$ cat config.mk
export PLATFORM = sky130hd
export DESIGN_NAME = ram_bist
export DESIGN_NICKNAME = d
export VERILOG_FILES = /design/src/rtl/ram_bist.sv
export SDC_FILE = /design/constraint.sdc
export NUM_CORES = 1
export LEC_CHECK = 0
export BUFFER_PORTS_ARGS = -buffer_cell sky130_fd_sc_hd__buf_4
export CAP_MARGIN = 10
export CELL_PAD_IN_SITES_DETAIL_PLACEMENT = 1
export CELL_PAD_IN_SITES_GLOBAL_PLACEMENT = 1
export CORE_MARGIN = 2
export CORE_UTILIZATION = 34
export CTS_CLUSTER_SIZE = 28
export DETAILED_ROUTE_END_ITERATION = 10
export GPL_ROUTABILITY_DRIVEN = 1
export PLACE_DENSITY_LB_ADDON = 0.1
export SLEW_MARGIN = 20
export SYNTH_ARGS = -nofsm -noshare
export SYNTH_HDL_FRONTEND = slang
export SYNTH_SLANG_ARGS = --single-unit
$ cat constraint.sdc
create_clock -name iClk -period 1.7 [get_ports iClk]
set_clock_uncertainty 0.05 [all_clocks]
set_input_delay 0.17 -clock iClk [delete_from_list [all_inputs] [get_ports iClk]]
set_output_delay 0.17 -clock iClk [all_outputs]
set_load 0.05 [all_outputs]
$ cat src/rtl/ram_bist.sv
// ---------------------------------------------------------------------------
// ram_bist
//
// Built-in self test for a single-port synchronous RAM. A run writes every
// word with a pattern, then reads every word back and compares it with the
// same pattern. Mismatches are counted (saturating at 255), and the address
// of the first mismatch is kept.
//
// Pattern per address: the latched seed, or the seed XOR the address when
// mode is 1.
//
// Optional build macro: RAM_BIST_COMPLEMENT_EN
//   When defined, a second write/read/drain pass follows the first. It uses
//   the bitwise complement of the pattern, and its mismatches add to the same
//   error count and first-error address. The port list is the same in both
//   builds.
//
// Ports:
//   iClk           - clock; all state changes on its rising edge
//   iReset         - synchronous active-high reset, has priority over iStart
//   iStart         - start request, honoured only in IDLE or DONE
//   iMode          - 0 = constant pattern, 1 = pattern XOR address
//   iPattern       - seed pattern
//   oRamWR         - RAM write enable (high only in WRITE)
//   oRamAddress    - RAM address
//   oRamWriteData  - RAM write data
//   iRamReadData   - RAM read data, valid one cycle after its address
//   oBusy          - high in WRITE, READ and DRAIN
//   oDone          - high in DONE
//   oPass          - high in DONE when no mismatch was seen
//   oErrCount      - number of mismatching words, saturating at 255
//   oFirstErrAddr  - address of the first mismatching word
// ---------------------------------------------------------------------------
module ram_bist #(
    parameter int ADDRWIDTH = 8,
    parameter int DATAWIDTH = 16
) (
    input  logic                 iClk,
    input  logic                 iReset,
    input  logic                 iStart,
    input  logic                 iMode,
    input  logic [DATAWIDTH-1:0] iPattern,
    output logic                 oRamWR,
    output logic [ADDRWIDTH-1:0] oRamAddress,
    output logic [DATAWIDTH-1:0] oRamWriteData,
    input  logic [DATAWIDTH-1:0] iRamReadData,
    output logic                 oBusy,
    output logic                 oDone,
    output logic                 oPass,
    output logic [7:0]           oErrCount,
    output logic [ADDRWIDTH-1:0] oFirstErrAddr
);

    typedef enum logic [2:0] {
        S_IDLE,
        S_WRITE,
        S_READ,
        S_DRAIN,
        S_DONE
    } state_t;

    state_t               state;
    state_t               state_next;
    logic [ADDRWIDTH-1:0] addr_cnt;
    logic [ADDRWIDTH-1:0] cmp_addr;
    logic                 cmp_valid;
    logic                 mode_q;
    logic                 comp_q;
    logic [DATAWIDTH-1:0] pattern_q;
    logic                 last_addr;
    logic                 mismatch;

    // Expected word for an address. It depends on the latched mode and seed,
    // and on whether the complement pass is running.
    function automatic logic [DATAWIDTH-1:0] expected_word(input logic [ADDRWIDTH-1:0] a);
        logic [DATAWIDTH-1:0] w;
        w = mode_q ? (pattern_q ^ DATAWIDTH'(a)) : pattern_q;
        return comp_q ? ~w : w;
    endfunction

    assign last_addr = (addr_cnt == {ADDRWIDTH{1'b1}});

    // The read data seen this cycle belongs to the address presented on the
    // previous cycle, so the comparison uses the delayed address.
    assign mismatch = cmp_valid && (iRamReadData != expected_word(cmp_addr));

    // State register
    always_ff @(posedge iClk) begin
        if (iReset) begin
            state <= S_IDLE;
        end else begin
            state <= state_next;
        end
    end

    // Next-state logic. A start request is only honoured from IDLE or DONE,
    // so a start pulse during a run has no effect.
    always_comb begin
        state_next = state;
        case (state)
            S_IDLE, S_DONE: begin
                if (iStart) begin
                    state_next = S_WRITE;
                end
            end
            S_WRITE: begin
                if (last_addr) begin
                    state_next = S_READ;
                end
            end
            S_READ: begin
                if (last_addr) begin
                    state_next = S_DRAIN;
                end
            end
            S_DRAIN: begin
`ifdef RAM_BIST_COMPLEMENT_EN
                state_next = comp_q ? S_DONE : S_WRITE;
`else
                state_next = S_DONE;
`endif
            end
            default: state_next = S_IDLE;
        endcase
    end

    // Datapath: address counter, latched configuration, compare pipeline and
    // error bookkeeping. The counter wraps from N-1 to 0 on its own, which
    // lines up with each WRITE->READ and READ->DRAIN transition.
    always_ff @(posedge iClk) begin
        if (iReset) begin
            addr_cnt      <= '0;
            cmp_addr      <= '0;
            cmp_valid     <= 1'b0;
            mode_q        <= 1'b0;
            comp_q        <= 1'b0;
            pattern_q     <= '0;
            oErrCount     <= '0;
            oFirstErrAddr <= '0;
        end else begin
            cmp_valid <= (state == S_READ);
            cmp_addr  <= addr_cnt;
            case (state)
                S_IDLE, S_DONE: begin
                    if (iStart) begin
                        mode_q        <= iMode;
                        pattern_q     <= iPattern;
                        comp_q        <= 1'b0;
                        addr_cnt      <= '0;
                        oErrCount     <= '0;
                        oFirstErrAddr <= '0;
                    end
                end
                S_WRITE, S_READ: begin
                    addr_cnt <= addr_cnt + ADDRWIDTH'(1);
                end
                S_DRAIN: begin
`ifdef RAM_BIST_COMPLEMENT_EN
                    comp_q <= 1'b1;
`endif
                end
                default: ;
            endcase
            if (mismatch) begin
                if (oErrCount != 8'hFF) begin
                    oErrCount <= oErrCount + 8'd1;
                end
                if (oErrCount == 8'd0) begin
                    oFirstErrAddr <= cmp_addr;
                end
            end
        end
    end

    // Moore outputs. Write data is forced to zero outside WRITE, so the RAM
    // bus stays quiet when no write is in progress.
    always_comb begin
        oRamWR        = (state == S_WRITE);
        oRamAddress   = addr_cnt;
        oRamWriteData = (state == S_WRITE) ? expected_word(addr_cnt) : '0;
        oBusy         = (state == S_WRITE) || (state == S_READ) || (state == S_DRAIN);
        oDone         = (state == S_DONE);
        oPass         = (state == S_DONE) && (oErrCount == 8'd0);
    end

endmodule

Word level (Yosys, flattened, before mapping). Cells that the tools add are included.

$add $sub $neg: 2. Multiply operators: 0. Divide/modulo/power cells: 0. Order comparisons: 0. Equality and inequality tests: 10. Shift-type cells: 0. Multiplexer cells: 17. Bitwise gates (word level): 2. Reductions and logical operators: 12.

Operator list (count): two-way mux 8 bit (9); two-way mux 16 bit (3); XOR 16 x 8 -> 16 bit (2); adder 8 x 1 -> 8 bit, second input constant (2); != test 16 bit (1); case mux 8 bit (2 select lines) (1); case mux 3 bit (4 select lines) (1); two-way mux 3 bit (3); == test 8 bit, second input constant (1); zero test 8 bit (1); != test 8 bit, second input constant (1); == test 3 x 2 -> 1 bit, second input constant (2); != test 2 bit, second input constant (2); AND reduction 2 bit (2); OR reduction 2 bit (2); == test 3 x 1 -> 1 bit, second input constant (1); == test 3 bit, second input constant (1); zero test 3 bit (1); AND reduction 3 bit (1); logical AND 1 bit (2); logical OR 1 bit (2); != test 2 x 1 -> 1 bit, second input constant (1); nonzero test 2 bit (1).

Register bits after elaboration: 53. Bits in latches: 0. RAM bits: 0. Bits in read-only memories: 0. Bits of input ports: 36. Word-level logic and storage cells: 51. Memories kept: 0.

Depth between registers and ports, before layout.
Depth after elaboration: 5. Gate-level depth with buffers: 8.

Worst setup path after synthesis. No wires, ideal clock.

Path kind: register to output. From: register state[2]. To: output port oRamWriteData[10]. Arrival: 1.766 ns. Data required time: 1.480 ns. Slack: -0.286 ns. Cell stages (with the launch flop): 7. Buffers on the path: 2. Cell sequence: dfxtp_1 -> clkbuf_1 -> nor2b_1 -> nand2b_1 -> clkbuf_1 -> inv_1 -> and2_1.

Longest elaborated chain between the ends: 2.

RTL lines: from (decl) (line 62) `state_t state;`; from (signal assigned) (line 92) `state <= state_next;`; == test 3 x 1 -> 1 bit; via oRamWR (line 43) `output logic oRamWR,`; two-way mux 16 bit (line 180) `oRamWriteData = (state == S_WRITE) ? expected_word(addr_cnt) : '0;`; to (decl) (line 45) `output logic [DATAWIDTH-1:0] oRamWriteData,`.

The timed path passes the listed nets, and every way through them passes these cells.

Worst setup path in the final report.
From: register mode_q. To: register oErrCount[2].

Longest elaborated chain between the ends: 4.

RTL lines: from (decl) (line 67) `logic mode_q;`; from (signal assigned) (line 146) `mode_q <= iMode;`; two-way mux 16 bit (line 77) `w = mode_q ? (pattern_q ^ DATAWIDTH'(a)) : pattern_q;`; != test 16 bit (line 85) `assign mismatch = cmp_valid && (iRamReadData != expected_word(cmp_addr));`; logical AND 1 bit (line 85); two-way mux 8 bit (line 164) `if (mismatch) begin`; to (signal assigned) (line 166) `oErrCount <= oErrCount + 8'd1;`; to (decl) (line 50) `output logic [7:0] oErrCount,`.

Every way passes these cells. A chain may end at the register's enable or synchronous reset.

==> results.ini <==
[status]
status=finished, violations left
violations=setup timing

[route]
wl_um=9163
drt_pre_antenna_iters=4
initialDrtViolationCount=88
via_per_inst=4.965
drc_errors=0
wl_per_cell_um=16.08
vias=2830
ant_nets=0

[global_routing]
groute.usage.overall_pct=20.87
met2_usage_pct=37.20
grt_max_degree=25
antenna_found_initial=0
grt_pass1_vias=2928
grt_overflow_total=0
use_met3_pct=3.852
grt_pass1_wl_um=14410
grt_busiest_layer=met2
grt_util_met1_pct=26.68

[timing]
worst_slack_ns=-0.2387
finalHoldViolCount=0
period_minus_slack_ns=1.939
setup_viol=17
hold_ws_ns=0.04152
rsz0062_at_grt=true
max_freq_ghz=0.5158
maxSlewViolCount=0
worst_pin_slew_ns=0.3030
fin_crit_sh_pct=114.0
tns_ns=-3.572
max_slew_margin_pct=79.77

[worst_setup_path]
cp.depth=8
r2r_start=mode_q$_SDFFE_PP0P_
crit_chain=buf_6 > nand3b_1 > or3_4 > o211a_4 > buf_4 > o31a_1 > nand3_1 > a31oi_1
cp_max_fo=8
worst-endpoint-arrival_ns=2.09
ff2ff_path_depth=8
r2r_slack_ns=-0.24
worstSetupStartpointType=flip-flop
path_delay_family=compound AO/OA/AOI/OAI gates
cp_slowest_stage_delay_ns=0.37
critPathSlowestCell=dfxtp_2
crit_path_end_kind=flip-flop
worstPathRequired_ns=1.85
r2r-end=oErrCount[2]$_SDFF_PP0_
worst-path-buf-inv=2
path_class=flip-flop to flip-flop

[floorplan]
die-area_mm2=0.008893
boundaryPins=80
fp.dieH_um=94.31
fp.dieW_um=94.31
coreArea_mm2=0.007807
rows=32
start_util_pct=35.51

[clocking]
clockRootBuffer=clkbuf_8
cts_tree=built
cts_sinks=53
clk_pin_slew_ns=0.11
cts_hold_buf=0
numCtsBuffers=5
clk_latency_ns=0.32
h-tree-depth=2
cts_buffer_depth=2

[place]
gp_congestion=0.8297
io_buffers=79
pre_cts_slack_ns=-0.3097
dp_hpwl_um=6724

[cells_and_area]
drive_gt1_share_pct=43.59
utilization_pct=53.54
num-fill-cells=977
fin_nets=506
diodes=0
area_growth_pct=50.77

[synth]
syn_area_mm2=0.002773
yosysSeqAreaShare_pct=38.27
synth_seq_cells=53
synth_edf_count=0
yosys-top-cells-area=dfxtp_1 (38%), nand2_1 (8.9%), xor2_1 (6.6%)
synth_mux_area_share_pct=0
synth-compound-area-share_pct=14.89
synth-simple-area-share_pct=29.24
synth_top_family_by_area=simple AND/OR/NAND/NOR gates
synth_area_per_cell_um2=8.131
ys_types=42
yosys.area.top_type=dfxtp_1
synth_warnings=0
synth.top_cell.area_share_pct=38.27
syn_inst=341
synth-xor-area-share_pct=11.87
async_flop_share_pct=0
syn_nets=380
synthAdderAreaFrac_pct=1.354
synth-main-ff-cell=dfxtp_1

[power_and_ir_drop]
finalPower_mw=2.608
power.density_mw_per_mm2=624.0
p_leak_nw=1.775
peakVddDrop_mv=0.5340

[hold_path]
hold_depth=3
hold_end=pattern_q[12]$_SDFFE_PP0P_
holdCritStartpoint=iPattern[12]
hold_class=input port to flip-flop

[flow_run]
cap_violations=0

==> kinds of logic after synthesis <==
| family | count (synthesis) |
|---|---|
| AND/OR/NAND/NOR | 163 |
| buffers and inverters | 27 |
| flip-flops | 53 |
| XOR/XNOR | 36 |
| adder cells (fa/ha/maj) | 3 |
| AO/OA/AOI/OAI | 59 |
==> cells in the final DEF, fill, tap and decap left out, drive strengths merged, types with 3 or more instances in the layout <==
| cell type | count |
|---|---|
| nand3 | 10 |
| nor2b | 10 |
| a31oi | 4 |
| dfxtp | 53 |
| a21oi | 33 |
| inv | 9 |
| nor3 | 10 |
| xor2 | 21 |
| clkinvlp | 3 |
| o211ai | 6 |
| buf | 134 |
| or3 | 3 |
| clkbuf | 5 |
| nand2b | 4 |
| and3 | 5 |
| o21ai | 3 |
| nor4 | 4 |
| and2 | 10 |
| nand3b | 9 |
| nand2 | 66 |
| nand4 | 6 |
| xnor2 | 14 |
| nor2 | 24 |
| ha | 3 |
==> per-layer routing <==
layer | routed length, µm | vias to the layer above | part of all wire (%)
li1 | - | 1408 | -
met1 | 4085 | 1370 | 45
met2 | 4686 | 45 | 51
met3 | 321 | 7 | 3.5
met4 | 70 | 0 | 0.76
met5 | 0 | - | 0
==> worst max path at each step <==
| stage | slack, ns | from | end |
|---|---|---|---|
| detailed placement | -0.31 | pattern_q[10]$_SDFFE_PP0P_ | oFirstErrAddr[4]$_SDFF_PP0_ |
| finish | -0.24 | mode_q$_SDFFE_PP0P_ | oErrCount[2]$_SDFF_PP0_ |
| CTS | -0.22 | mode_q$_SDFFE_PP0P_ | oFirstErrAddr[4]$_SDFF_PP0_ |
| floorplan | -0.13 | pattern_q[6]$_SDFFE_PP0P_ | oFirstErrAddr[6]$_SDFF_PP0_ |
| global route | -0.31 | pattern_q[10]$_SDFFE_PP0P_ | oErrCount[0]$_SDFF_PP0_ |
| global placement | -0.24 | pattern_q[8]$_SDFFE_PP0P_ | oFirstErrAddr[4]$_SDFF_PP0_ |
==> metrics by stage <==
step | instances | area [µm²]
global route | 570 | 4180
floorplan | 341 | 2846
global placement | 551 | 3829
CTS | 567 | 4039
finish | 570 | 4180
detailed placement | 551 | 3829
==> tightest hold or removal path, stage by stage <==
cell and delay, ns:
buf_4 0.11, nand2_1 0.04, a21oi_1 0.05
==> final cells by class <==
type	count	area, µm²	share of cell area, %
Clock inverter	3	25.02	0.5986
Multi-Input combinational cell	263	1753	41.93
Timing Repair inverter	1	7.507	0.1796
Timing Repair Buffer	134	1081	25.86
Clock buffer	5	68.82	1.646
Inverter	9	37.54	0.8979
Sequential cell	53	1080	25.83
Tap cell	102	127.6	3.053
==> registers in the layout (all words and copies together) (netlist names) <==
signal and flops:
pattern_q 16, cmp_addr 8, oErrCount 8, oFirstErrAddr 8
oRamAddress 8, state 3, cmp_valid 1, mode_q 1
==> power by group <==
group | switching (mW) | leakage [nW] | internal (mW) | total, mW
logic | 0.306 | 1.29 | 0.254 | 0.560
clock network | 0.451 | 0.0447 | 0.298 | 0.749
registers | 0.0252 | 0.436 | 1.27 | 1.30
total | 0.782 | 1.77 | 1.83 | 2.61
==> cells in the mapped netlist, drive strengths merged (5+ instances only) <==
| cell type | number |
|---|---|
| clkbuf | 10 |
| dfxtp | 53 |
| nand3b | 9 |
| inv | 9 |
| nor3 | 10 |
| nor2 | 24 |
| buf | 8 |
| nor2b | 10 |
| nand2 | 66 |
| and3 | 5 |
| xnor2 | 14 |
| nand4 | 6 |
| a21oi | 33 |
| xor2 | 21 |
| and2 | 10 |
| nand3 | 10 |
| o211ai | 6 |
==> timing repair <==
action                                  in CTS  in global routing
resized for setup                           14                 33
endpoints found under the setup margin      34                 35
setup buffers                                5                  3
gates cloned                                 3                  0
pin swaps                                   17                 18
No activity file was read; power rests on OpenSTA's default activity.
